File: src/rtl/pixel_comp_pkg.sv
// Shared types and colour constants for the pixel compositor and its game-state FSM.
package pixel_comp_pkg;

  // Frame-synchronous game state; encoding is visible on the game_state port.
  typedef enum logic [1:0] {
    PLAY  = 2'd0,
    FLASH = 2'd1,
    OVER  = 2'd2
  } game_state_t;

  // Text colour class; class 3 renders like white.
  typedef enum logic [1:0] {
    TXT_WHITE     = 2'd0,
    TXT_YELLOW    = 2'd1,
    TXT_RED       = 2'd2,
    TXT_WHITE_ALT = 2'd3
  } text_class_t;

  // Winning layer carried from the priority stage to the modulation stage.
  typedef enum logic [2:0] {
    LAYER_BG     = 3'd0,
    LAYER_SPRITE = 3'd1,
    LAYER_WALL   = 3'd2,
    LAYER_FOOD   = 3'd3,
    LAYER_TEXT   = 3'd4
  } layer_id_t;

  // Fixed palette as {R,G,B} channel masks; each set bit expands to an
  // all-ones channel of CW bits inside the compositor.
  localparam logic [2:0] WALL_BLUE = 3'b001;
  localparam logic [2:0] WHITE     = 3'b111;
  localparam logic [2:0] YELLOW    = 3'b110;
  localparam logic [2:0] RED       = 3'b100;
  localparam logic [2:0] BLACK     = 3'b000;

endpackage

File: src/rtl/game_flash_fsm.sv
// Frame-synchronous game-state machine: PLAY -> collision FLASH -> OVER, restart back to PLAY.
module game_flash_fsm
  import pixel_comp_pkg::*;
#(
  parameter int FLASH_PERIOD  = 8,
  parameter int FLASH_TOGGLES = 6
) (
  input  logic        Clk,
  input  logic        Reset,
  input  logic        frame_start,
  input  logic        collision,
  input  logic        restart,
  output game_state_t state,
  output logic        phase
);

  localparam int FCW = $clog2(FLASH_PERIOD) + 1;
  localparam int TCW = $clog2(FLASH_TOGGLES) + 1;
  localparam logic [FCW-1:0] FC_LAST = FCW'(FLASH_PERIOD - 1);
  localparam logic [TCW-1:0] TC_LAST = TCW'(FLASH_TOGGLES - 1);

  game_state_t    state_q, state_d;
  logic [FCW-1:0] frame_cnt_q, frame_cnt_d;
  logic [TCW-1:0] toggle_cnt_q, toggle_cnt_d;
  logic           phase_q, phase_d;

  // State, counters and phase registers with synchronous reset.
  always_ff @(posedge Clk) begin
    if (Reset) begin
      state_q      <= PLAY;
      frame_cnt_q  <= '0;
      toggle_cnt_q <= '0;
      phase_q      <= 1'b0;
    end else begin
      state_q      <= state_d;
      frame_cnt_q  <= frame_cnt_d;
      toggle_cnt_q <= toggle_cnt_d;
      phase_q      <= phase_d;
    end
  end

  // Next-state logic; restart overrides any coincident frame event.
  always_comb begin
    state_d      = state_q;
    frame_cnt_d  = frame_cnt_q;
    toggle_cnt_d = toggle_cnt_q;
    phase_d      = phase_q;
    if (restart) begin
      state_d      = PLAY;
      frame_cnt_d  = '0;
      toggle_cnt_d = '0;
      phase_d      = 1'b0;
    end else begin
      case (state_q)
        PLAY: begin
          // Collision only counts at a frame boundary so a frame never tears.
          if (frame_start && collision) begin
            state_d      = FLASH;
            frame_cnt_d  = '0;
            toggle_cnt_d = '0;
            phase_d      = 1'b1;
          end else begin
            state_d = PLAY;
          end
        end
        FLASH: begin
          if (frame_start) begin
            if (frame_cnt_q == FC_LAST) begin
              if (toggle_cnt_q == TC_LAST) begin
                state_d     = OVER;
                frame_cnt_d = '0;
                phase_d     = 1'b0;
              end else begin
                frame_cnt_d  = '0;
                phase_d      = ~phase_q;
                toggle_cnt_d = toggle_cnt_q + TCW'(1);
              end
            end else begin
              frame_cnt_d = frame_cnt_q + FCW'(1);
            end
          end else begin
            state_d = FLASH;
          end
        end
        OVER: begin
          state_d = OVER;
        end
        default: begin
          state_d      = PLAY;
          frame_cnt_d  = '0;
          toggle_cnt_d = '0;
          phase_d      = 1'b0;
        end
      endcase
    end
  end

  assign state = state_q;
  assign phase = phase_q;

endmodule

File: src/rtl/pixel_compositor.sv
// Two-stage per-pixel compositor: stage 1 resolves layer priority, stage 2 applies game-state colour modulation.
module pixel_compositor
  import pixel_comp_pkg::*;
#(
  parameter int NUM_SPRITES              = 4,
  parameter int CW                       = 8,
  parameter int FIELD_H                  = 352,
  parameter logic [3*CW-1:0] TRANSP_KEY  = 24'hFF00FF,
  parameter int FLASH_PERIOD             = 8,
  parameter int FLASH_TOGGLES            = 6
) (
  input  logic                          Clk,
  input  logic                          Reset,
  input  logic                          pix_valid,
  input  logic                          frame_start,
  input  logic [9:0]                    DrawX,
  input  logic [9:0]                    DrawY,
  input  logic [NUM_SPRITES-1:0]        sprite_hit,
  input  logic [NUM_SPRITES*3*CW-1:0]   sprite_rgb,
  input  logic                          is_wall,
  input  logic                          food_hit,
  input  logic                          text_hit,
  input  logic [1:0]                    text_class,
  input  logic                          collision,
  input  logic                          restart,
  output logic [CW-1:0]                 VGA_R,
  output logic [CW-1:0]                 VGA_G,
  output logic [CW-1:0]                 VGA_B,
  output logic                          out_valid,
  output logic [1:0]                    game_state
);

  localparam int PW = 3 * CW;
  localparam logic [10:0] FIELD_LIM = 11'(FIELD_H);

  // Expand a 3-bit {R,G,B} mask into full-width channels.
  function automatic logic [PW-1:0] expand(input logic [2:0] m);
    return {{CW{m[2]}}, {CW{m[1]}}, {CW{m[0]}}};
  endfunction

  // Halve each channel independently (truncating).
  function automatic logic [PW-1:0] dim(input logic [PW-1:0] c);
    return {(c[PW-1 -: CW] >> 1), (c[2*CW-1 -: CW] >> 1), (c[CW-1:0] >> 1)};
  endfunction

  game_state_t state_s;
  logic        phase_s;

  game_flash_fsm #(
    .FLASH_PERIOD (FLASH_PERIOD),
    .FLASH_TOGGLES(FLASH_TOGGLES)
  ) u_fsm (
    .Clk        (Clk),
    .Reset      (Reset),
    .frame_start(frame_start),
    .collision  (collision),
    .restart    (restart),
    .state      (state_s),
    .phase      (phase_s)
  );

  // Horizontal position does not affect colour resolution.
  logic unused_drawx_s;
  assign unused_drawx_s = ^DrawX;

  logic        spr_found_s;
  logic [PW-1:0] spr_sel_s;
  logic        in_field_s;

  layer_id_t   layer_q, layer_d;
  logic [PW-1:0] colour_q, colour_d;
  text_class_t tcls_q, tcls_d;
  logic        valid_q, valid_d;

  logic [PW-1:0] rgb_q, rgb_d;
  logic        out_valid_q, out_valid_d;

  // Priority encoder over sprites: lowest index with a non-keyed colour wins.
  always_comb begin
    spr_found_s = 1'b0;
    spr_sel_s   = '0;
    for (int i = 0; i < NUM_SPRITES; i++) begin
      if (!spr_found_s && sprite_hit[i] && (sprite_rgb[i*PW +: PW] != TRANSP_KEY)) begin
        spr_found_s = 1'b1;
        spr_sel_s   = sprite_rgb[i*PW +: PW];
      end else begin
        spr_found_s = spr_found_s;
      end
    end
  end

  assign in_field_s = ({1'b0, DrawY} < FIELD_LIM);

  // Stage-1 layer selection: sprite, wall, food, text, background.
  always_comb begin
    layer_d  = LAYER_BG;
    colour_d = '0;
    tcls_d   = TXT_WHITE;
    valid_d  = pix_valid;
    if (!pix_valid) begin
      layer_d = LAYER_BG;
    end else if (spr_found_s) begin
      layer_d  = LAYER_SPRITE;
      colour_d = spr_sel_s;
    end else if (is_wall && in_field_s) begin
      layer_d = LAYER_WALL;
    end else if (food_hit && in_field_s) begin
      layer_d = LAYER_FOOD;
    end else if (text_hit) begin
      layer_d = LAYER_TEXT;
      tcls_d  = text_class_t'(text_class);
    end else begin
      layer_d = LAYER_BG;
    end
  end

  // Stage-1 pipeline registers.
  always_ff @(posedge Clk) begin
    if (Reset) begin
      layer_q  <= LAYER_BG;
      colour_q <= '0;
      tcls_q   <= TXT_WHITE;
      valid_q  <= 1'b0;
    end else begin
      layer_q  <= layer_d;
      colour_q <= colour_d;
      tcls_q   <= tcls_d;
      valid_q  <= valid_d;
    end
  end

  // Stage-2 colour modulation from the current game state and flash phase.
  always_comb begin
    rgb_d       = expand(BLACK);
    out_valid_d = valid_q;
    if (valid_q) begin
      case (layer_q)
        LAYER_SPRITE: begin
          if (state_s == OVER) begin
            rgb_d = dim(colour_q);
          end else begin
            rgb_d = colour_q;
          end
        end
        LAYER_WALL: begin
          if ((state_s == FLASH) && phase_s) begin
            rgb_d = expand(WHITE);
          end else begin
            rgb_d = expand(WALL_BLUE);
          end
        end
        LAYER_FOOD: begin
          rgb_d = expand(WHITE);
        end
        LAYER_TEXT: begin
          case (tcls_q)
            TXT_YELLOW: rgb_d = expand(YELLOW);
            TXT_RED: begin
              // Game-over text stays hidden during play.
              if (state_s == PLAY) begin
                rgb_d = expand(BLACK);
              end else begin
                rgb_d = expand(RED);
              end
            end
            default: rgb_d = expand(WHITE);
          endcase
        end
        default: begin
          rgb_d = expand(BLACK);
        end
      endcase
    end else begin
      rgb_d = expand(BLACK);
    end
  end

  // Stage-2 output registers.
  always_ff @(posedge Clk) begin
    if (Reset) begin
      rgb_q       <= '0;
      out_valid_q <= 1'b0;
    end else begin
      rgb_q       <= rgb_d;
      out_valid_q <= out_valid_d;
    end
  end

  assign VGA_R      = rgb_q[PW-1 -: CW];
  assign VGA_G      = rgb_q[2*CW-1 -: CW];
  assign VGA_B      = rgb_q[CW-1:0];
  assign out_valid  = out_valid_q;
  assign game_state = state_s;

endmodule
File: config.mk
export PLATFORM = sky130hd
export DESIGN_NAME = pixel_compositor
export DESIGN_NICKNAME = d
export VERILOG_FILES = /design/src/rtl/pixel_comp_pkg.sv /design/src/rtl/game_flash_fsm.sv /design/src/rtl/pixel_compositor.sv
export SDC_FILE = /design/constraint.sdc
export NUM_CORES = 1
export LEC_CHECK = 0
export CORE_ASPECT_RATIO = 0.6
export CORE_MARGIN = 4
export CORE_UTILIZATION = 43
export CTS_CLUSTER_DIAMETER = 100
export CTS_CLUSTER_SIZE = 40
export DETAILED_ROUTE_END_ITERATION = 16
export PLACE_DENSITY_LB_ADDON = 0.08
export REMOVE_ABC_BUFFERS = 1
export SYNTH_ARGS = -nofsm -noshare
export SYNTH_HDL_FRONTEND = slang
export SYNTH_SLANG_ARGS = --single-unit
File: constraint.sdc
create_clock -name Clk -period 3.3 [get_ports Clk]
set_input_delay 0.66 -clock Clk [delete_from_list [all_inputs] [get_ports Clk]]
set_output_delay 0.66 -clock Clk [all_outputs]
set_load 0.005 [all_outputs]
# Word-level counts from Yosys, hierarchy flattened

Index checks and enable logic that the tools add are counted.

Flip-flop bits (word level): 66
Bits in latches: 0
Memory bits (writable): 0
Bits in read-only memories: 0
Bits of input ports: 131
Logic and storage cells: 102
Memories kept: 0

$add $sub $neg: 2
$mul: 0
Div/mod/pow operators: 0
Magnitude comparators: 1
Eq/ne operators: 20
Shifts and indexed selects: 0
Muxes and demuxes: 35
Bitwise operators: 6
Reductions and logical operators: 26

Operators by type and width:

| operator                                              | count |
|---|---|
| two-way mux 24 bit                                    | 7 |
| inequality test 24 bit, second input constant         | 4 |
| case mux 24 bit (4 select lines)                      | 1 |
| case mux 24 bit (2 select lines)                      | 1 |
| two-way mux 4 bit                                     | 6 |
| case mux 4 bit (3 select lines)                       | 2 |
| logical AND 1 bit                                     | 11 |
| < comparator 10 x 9 -> 1 bit, second input constant   | 1 |
| two-way mux 1 bit                                     | 10 |
| two-way mux 2 bit                                     | 5 |
| adder 4 x 1 -> 4 bit, second input constant           | 2 |
| == test 4 x 3 -> 1 bit, second input constant         | 2 |
| == test 3 x 2 -> 1 bit, second input constant         | 2 |
| inequality test 3 x 2 -> 1 bit, second input constant | 2 |
| NOT 1 bit                                             | 6 |
| case mux 2 bit (3 select lines)                       | 1 |
| OR reduction 2 bit                                    | 3 |
| OR reduction 3 bit                                    | 2 |
| OR reduction 6 bit                                    | 1 |
| AND reduction 5 bit                                   | 1 |
| OR reduction 5 bit                                    | 1 |
| == test 2 x 1 -> 1 bit, second input constant         | 2 |
| == test 2 bit, second input constant                  | 2 |
| inequality test 2 x 1 -> 1 bit, second input constant | 2 |
| other kinds (10)                                      | 13 |

# Longest topological paths before layout

Gate-level depths: netlist of run 1.

Depth in word-level cells: 17
Depth in mapped cells: 8
Gate-level depth less buffers: 7

# Cells and area by module

From an unflattened synthesis of run 1, not the netlist that was laid out.

Cells, all modules: 476
Area, all modules: 3743.6 um^2

By module, submodules not included:

| module           | instances | cells each | area each (um^2) | sequential area each (um^2) |
|---|---|---|---|---|
| pixel_compositor | 1         | 405        | 3130.5           | 1101.1 |
| game_flash_fsm   | 1         | 71         | 613.1            | 220.2 |

# Least setup slack after synthesis of run 1

OpenSTA, ideal clock, no wires.

Path kind: input to register
From: input port sprite_rgb[60]
To: register colour_q[0]
Arrival: 2781 ps
Path slack: 431 ps
Cell stages on the path: 7
Cells stage by stage: or4b_1 -> or4_1 -> o21a_1 -> buf_6 -> or4_4 -> buf_6 -> o32ai_2

Cells in the longest elaborated chain, start to end: 9

Ends and longest elaborated chain:

| element                         | RTL line                | RTL |
|---|---|---|
| from (decl)                     | pixel_compositor.sv:19  | `input logic [NUM_SPRITES*3*CW-1:0] sprite_rgb,` |
| inequality test 24 bit *        | pixel_compositor.sv:83  | `if (!spr_found_s && sprite_hit[i] && (sprite_rgb[i*PW +: PW] != TRANSP_KEY)) begin` |
| logical AND 1 bit *             | pixel_compositor.sv:83  |  |
| two-way mux 1 bit               | pixel_compositor.sv:83  |  |
| zero test 1 bit                 | pixel_compositor.sv:83  |  |
| logical AND 1 bit (2 in series) | pixel_compositor.sv:83  |  |
| two-way mux 1 bit               | pixel_compositor.sv:83  |  |
| NOT 1 bit (no line)             | -                       |  |
| OR reduction 3 bit (no line)    | -                       |  |
| to (signal assigned)            | pixel_compositor.sv:126 | `colour_q <= colour_d;` |
| to (decl)                       | pixel_compositor.sv:71  | `logic [PW-1:0] colour_q, colour_d;` |

Every way passes the cells marked *; elsewhere a longest branch is shown, timed or not.
A chain may end at the register's enable or synchronous reset.

# Worst setup path after layout of run 1

From: input port sprite_rgb[16]
To: register colour_q[1]

Cells in the longest elaborated chain, start to end: 17

Ends and longest elaborated chain:

| element                         | RTL line |
|---|---|
| inequality test 24 bit *        | pixel_compositor.sv:83 |
| logical AND 1 bit *             | pixel_compositor.sv:83 |
| two-way mux 1 bit               | pixel_compositor.sv:83 |
| zero test 1 bit                 | pixel_compositor.sv:83 |
| logical AND 1 bit (2 in series) | pixel_compositor.sv:83 |
| two-way mux 1 bit               | pixel_compositor.sv:83 |
| zero test 1 bit                 | pixel_compositor.sv:83 |
| logical AND 1 bit (2 in series) | pixel_compositor.sv:83 |
| two-way mux 1 bit               | pixel_compositor.sv:83 |
| zero test 1 bit                 | pixel_compositor.sv:83 |
| logical AND 1 bit (2 in series) | pixel_compositor.sv:83 |
| two-way mux 1 bit               | pixel_compositor.sv:83 |
| NOT 1 bit (no line)             | - |
| OR reduction 3 bit (no line)    | - |

Marks and branches as above.

==> results.json, run 1 <==
{
  "peakVddDrop_v": 0.0002940,
  "period_needed_ns": 3.117,
  "drtPass1Iterations": 4,
  "multiInputGateArea_um2": 2170,
  "fmax_mhz": 320.9,
  "total_power_mw": 2.074,
  "finalCritPeriodShare_pct": 94.44,
  "dieArea_um2": 10170,
  "layout-drive-gt1-share_pct": 8.766,
  "worst_pin_slew_ns": 1.268,
  "hold_buffers": 0,
  "synthFlopType": "dfxtp_1",
  "skew_ns": 0.005003,
  "worst_ep_required_time_ns": 3.50,
  "slew_viol_final": 0,
  "leakage_nw": 1.985,
  "critPathBufInv": 3,
  "antenna_cells": 0,
  "fillCellCount": 684,
  "num_io_pins": 158,
  "cts_max_path_buffers": 2,
  "slew-limit-headroom_pct": 14.91,
  "slowest_delay_ns": 0.61,
  "critical_path_class": "primary input to flop",
  "crit_arrival_ns": 3.32,
  "setup_viol": 0,
  "switching_share_pct": 23.13,
  "ys_async_sr_fraction_pct": 0,
  "cts_tree": "yes",
  "hold_violations": 0,
  "whs_path_depth": 2,
  "cts_root_buf": "clkbuf_16",
  "drt_wl_total_mm": 13.20,
  "power_density_nw_per_um2": 372.1,
  "clockPowerShare_pct": 43.7,
  "synth-seq-cells": 66,
  "grt_pass1_wl_mm": 20.56,
  "rows": 25,
  "place_congestion": 0.8945,
  "antenna_left": 0,
  "min_path_type": "flop to flop",
  "area_growth_pct": 51.15,
  "yosys.area.top_type": "dfxtp_1",
  "synthCells": 463,
  "netlist_area_um2": 3689,
  "first_iter_violations": 334,
  "regArea_um2": 1321,
  "final_nets": 747,
  "synth-edff-count": 0,
  "synth.top_cell.area_share_pct": 35.82,
  "reg2regPathDepth": 5,
  "cap_violations": 0,
  "post_cts.repair.setup_buffers": 0,
  "cts_buffers": 9,
  "rsz0062_at_grt": "false",
  "place_hpwl_mm": 10.63,
  "via_per_inst": 5.699,
  "cts.sinks": 66,
  "path_cells": "clkdlybuf4s50_1 -> or4b_1 -> or4_1 -> o21a_1 -> buf_4 -> o31ai_2 -> buf_4 -> o32ai_2",
  "avgSynthCellArea_um2": 7.967,
  "clk_pin_slew_worst_paths_ns": 0.05,
  "final_core_util_pct": 68.82,
  "p_int_mw": 1.595,
  "die-width_um": 127.6,
  "pwr-share-seq_pct": 40.0,
  "seq_area_frac_synth_pct": 35.82,
  "end_kind": "flop",
  "start_util_pct": 45.53,
  "antenna_found_initial": 0,
  "critPathSlowestCell": "or4_1",
  "post_cts_resize_count": 0,
  "htree_levels": 3,
  "track_usage_pct": 26.15,
  "cp_top_family": "simple AND/OR/NAND/NOR gates",
  "startpoint_type": "primary input",
  "fp.dieH_um": 79.74,
  "fin_cells": 724,
  "post-place-cells": 708,
  "ys.warnings.count": 0,
  "clkLatencyLatePin_ns": 0.33,
  "grt-ovfl-total": 0,
  "grt_max_degree": 23,
  "drc_errors": 0,
  "coreArea_um2": 8102,
  "grt_pass1_vias": 4079,
  "p_switching_mw": 0.4798,
  "crit_top_cell": "buf_4",
  "synth_cell_type_count": 51,
  "crit_fanout": 16,
  "tns_ns": 0,
  "port_buffers": 142,
  "synth_area_leaders": "dfxtp_1, nand2_1, a21oi_1",
  "vias": 4126,
  "wl_per_cell_um": 18.23,
  "status": "finished, final reports clean",
  "combinationalPowerShare_pct": 16.4,
  "cp_num_cells": 8
}
## flip-flops by register name, indices dropped and copies added, names as in the netlist
register and count:
u_fsm.toggle_cnt_q 4, colour_q 24, out_valid 1, rgb_q 24, u_fsm.frame_cnt_q 4, out_valid_d 1, tcls_q 2, layer_q 3
u_fsm.phase 1, u_fsm.state 2
## logic make-up (layout without fill, tap and decap cells)
logic type               Yosys count  count (layout)  synth area share [%]
flip-flops                        66              66                 35.82
AO/OA/AOI/OAI                    140             140                 28.60
XOR/XNOR                           2               2                0.4750
buffers and inverters             48             201                 5.495
AND/OR/NAND/NOR                  199             199                 27.10
adder cells (fa/ha/maj)            5               5                 1.696
multiplexers                       3               3                0.8141
## final cells by class
type                            count  share of cell area [%]
Inverter                           20                   1.346
Timing Repair Buffer              165                   28.59
Sequential cell                    66                   23.70
Tap cell                          108                   2.424
Clock buffer                       13                   4.309
Clock inverter                      3                  0.7181
Multi-Input combinational cell    349                   38.91
## cells in the mapped netlist, types with 4 or more instances
master,n
a21oi_1,45
inv_1,20
nand3_1,4
o211ai_1,10
clkbuf_1,22
nor2_1,43
nor3_1,6
a32o_1,11
nand4_1,13
o32ai_1,4
a21o_1,8
nand4b_1,4
and2_1,4
nand2_1,81
ha_1,5
nand2b_1,14
dfxtp_1,66
o32ai_2,10
o21a_1,13
nor2b_1,7
a311oi_1,12
o21ai_0,10
or4_1,5
## power groups by stage
stage	Combinational (mW)	Sequential (mW)	Clock, mW
6_report	0.340	0.829	0.906
5_1_grt	0.366	0.830	0.949
4_1_cts	0.336	0.828	0.916
3_5_place_dp	0.334	0.844	0
3_3_place_gp	0.328	0.844	0
2_1_floorplan	0.121	0.841	0
## final timing paths
check | from | to | slack [ns]
worst min-delay path | colour_q[7] | rgb_q[7] | 0.48
worst max register to register | u_fsm.state[0] | rgb_q[10] | 0.96
worst max-delay path | sprite_rgb[16] | colour_q[1] | 0.18
worst min register to register | colour_q[7] | rgb_q[7] | 0.48
## cells in the final DEF (no fill, tap or decap), types with 5 or more instances in the layout
cell type,count
a21o_1,8
a21oi_1,45
a311oi_1,12
a32o_1,11
buf_4,23
clkbuf_16,9
clkdlybuf4s50_1,142
dfxtp_1,66
ha_1,5
inv_1,20
nand2_1,81
nand2b_1,14
nand4_1,13
nor2_1,43
nor2b_1,7
nor3_1,6
o211ai_1,10
o21a_1,13
o21ai_0,10
o32ai_2,10
or4_1,5
## layer usage
| layer | up-vias | share of wire, % | global-route usage (%) |
|---|---|---|---|
| met4 | 0 | 1.1 | 5.297 |
| met2 | 168 | 44 | 41.34 |
| met1 | 1956 | 47 | 36.26 |
| met5 | - | 0 | 0 |
| li1 | 1989 | - | - |
| met3 | 13 | 7.8 | 6.751 |
## through the flow
step | worst slack [ns] | hold slack [ns] | cell area [um^2]
after floorplan | -0.7588 | 0.4366 | 3561
after global routing | 0.07794 | 0.5046 | 5575
after global placement | -0.08208 | 0.4652 | 5295
after CTS | 0.2173 | 0.4727 | 5575
after detailed placement | -0.1332 | 0.4641 | 5295
final | 0.1833 | 0.4794 | 5575
## worst min-delay path, stage by stage, from the launching register on
cell	delay, ns
dfxtp_1	0.31
nand2_1	0.06
a21oi_1	0.06
Power figures use the tool's default switching activity.
==> run 2: changes to the inputs <==
--- a/config.mk
+++ b/config.mk
@@ -11,6 +11,7 @@
 export CTS_CLUSTER_DIAMETER = 100
 export CTS_CLUSTER_SIZE = 40
 export DETAILED_ROUTE_END_ITERATION = 16
+export GPL_TIMING_DRIVEN = 0
 export PLACE_DENSITY_LB_ADDON = 0.08
 export REMOVE_ABC_BUFFERS = 1
 export SYNTH_ARGS = -nofsm -noshare
==> run 2 against run 1 <==
Net effect: non-clock buffer count fell by 17; clock skew fell by 0.0010 ns; sequential power barely moved; design area fell by 1.3%; clock power fell by 2%; first-iteration DRC count rose by 16%; routed wire length fell by 3.9%; clock-buffer cell count fell by 3; worst setup slack got worse by 0.14 ns; critical path depth fell by 2; hold slack got worse by 0.012 ns; critical path type unchanged.
==> results.json, run 2 (synthesis gave the netlist of run 1 again) <==
{
  "cts_root_buf": "clkbuf_16",
  "met1_usage_pct": 33.33,
  "start_util_pct": 45.53,
  "grt_pass1_wl_mm": 19.63,
  "first_iter_violations": 389,
  "dieArea_um2": 10170,
  "end_kind": "flop",
  "use_met3_pct": 8.824,
  "leakage_nw": 1.912,
  "crit_fanout": 18,
  "wl_per_cell_um": 17.97,
  "grt_most_used_layer": "met2",
  "critical_path_class": "primary input to flop",
  "layout-drive-gt1-share_pct": 7.860,
  "reg.largest.list": "colour_q x24, rgb_q x24",
  "grt-ovfl-total": 0,
  "via_per_inst": 5.778,
  "total_power_mw": 2.051,
  "cap_violations": 0,
  "cts_max_path_buffers": 2,
  "place_hpwl_mm": 9.788,
  "slew-limit-headroom_pct": 18.10,
  "critPathSlowestCell": "or4_4",
  "antenna_cells": 0,
  "layout_commonest_cell": "clkdlybuf4s50_1",
  "port_buffers": 142,
  "vias": 4079,
  "grt_use_met2_pct": 37.78,
  "postLayoutCellArea_um2": 5504,
  "drc_errors": 0,
  "power_density_nw_per_um2": 372.6,
  "rows": 25,
  "fp.dieH_um": 79.74,
  "period_needed_ns": 3.254,
  "antenna_left": 0,
  "htree_levels": 3,
  "skew_ns": 0.003984,
  "fin_cells": 706,
  "reg2reg_slack_ns": 0.93,
  "rsz0062_at_grt": "false",
  "fmax_mhz": 307.3,
  "slew_viol_final": 0,
  "peakVddDrop_v": 0.0002263,
  "layout_common_cells": "clkdlybuf4s50_1, nand2_1, dfxtp_1, a21oi_1, nor2_1",
  "coreArea_um2": 8102,
  "place_congestion": 0.9442,
  "drtPass1Iterations": 6,
  "regArea_um2": 1321,
  "post_dp_cell_area_um2": 5134,
  "grt_max_degree": 27,
  "fillCellCount": 663,
  "slowest_delay_ns": 0.69,
  "setup_viol": 0,
  "cts_tree": "yes",
  "track_usage_pct": 24.73,
  "clk_pin_slew_worst_paths_ns": 0.05,
  "post-place-cells": 686,
  "drt_wl_total_mm": 12.69,
  "min_path_type": "flop to flop",
  "multiInputGateArea_um2": 2232,
  "clkLatencyLatePin_ns": 0.33,
  "final_nets": 731,
  "hold_violations": 0,
  "antenna_found_initial": 0,
  "num_io_pins": 158,
  "worst_pin_slew_ns": 1.220,
  "die-width_um": 127.6,
  "area_growth_pct": 49.22,
  "final_core_util_pct": 67.94,
  "cts_buffers": 9,
  "path_cells": "clkdlybuf4s50_1 -> or4b_1 -> or4_1 -> o21a_2 -> or4_4 -> o32ai_1",
  "grt_pass1_vias": 4013,
  "worst_ep_required_time_ns": 3.52,
  "status": "finished, final reports clean",
  "crit_arrival_ns": 3.48,
  "startpoint_type": "primary input",
  "cts.sinks": 66,
  "finalCritPeriodShare_pct": 98.61
}
==> run 2: cell type report <==
cell class                 instances  share of cell area (%)
clock buffer                      10                   4.160
clock inverter                     4                  0.8184
inverter                          20                   1.364
multi-input combinational        350                   40.55
sequential                        66                   24.01
tap                              108                   2.455
timing repair buffer             148                   26.64
==> run 2: worst paths after layout <==
kind             startpoint           end  cells past startpoint
max          sprite_rgb[60]  colour_q[23]                      6
min             colour_q[7]      rgb_q[7]                      2
max reg2reg  u_fsm.state[0]     rgb_q[12]                      5
min reg2reg     colour_q[7]      rgb_q[7]                      2
==> run 2: stage by stage <==
stage | TNS, ns | hold WS, ns | worst slack, ns
floorplan | -10.16 | 0.4366 | -0.7588
global placement | -44.30 | 0.4674 | -2.091
CTS | 0 | 0.4637 | 0.005360
detailed placement | -30.88 | 0.4575 | -1.369
global route | 0 | 0.5110 | 0.00003375
finish | 0 | 0.4673 | 0.04571
==> run 2: timing repair <==
item                                    in CTS  in global routing
gates cloned                                 1                  0
resized for setup                            8                  4
pin swaps                                    3                  1
buffers inserted                             2                  3
hold buffers                                 0                  0
endpoints found under the hold margin        0                  0
endpoints found under the setup margin      29                 24
==> run 2: worst max-delay path, delay by kind of cell <==
| kind | cells | cell delay (ns) |
|---|---|---|
| AND/OR/NAND/NOR | 3 | 1.81 |
| buffers and inverters | 1 | 0.42 |
| AO/OA/AOI/OAI | 2 | 0.57 |
==> run 2: routing by layer <==
metal / up-vias / wire [um]
met5: - / 0
met4: 0 / 214
met3: 21 / 1300
met2: 206 / 5420
met1: 1890 / 5754
li1: 1962 / -
==> run 2: power by group <==
part	switching (mW)	internal (mW)	total [mW]
clock	0.320	0.571	0.890
sequential	0.0107	0.817	0.828
combinational	0.144	0.189	0.332
total	0.474	1.58	2.05
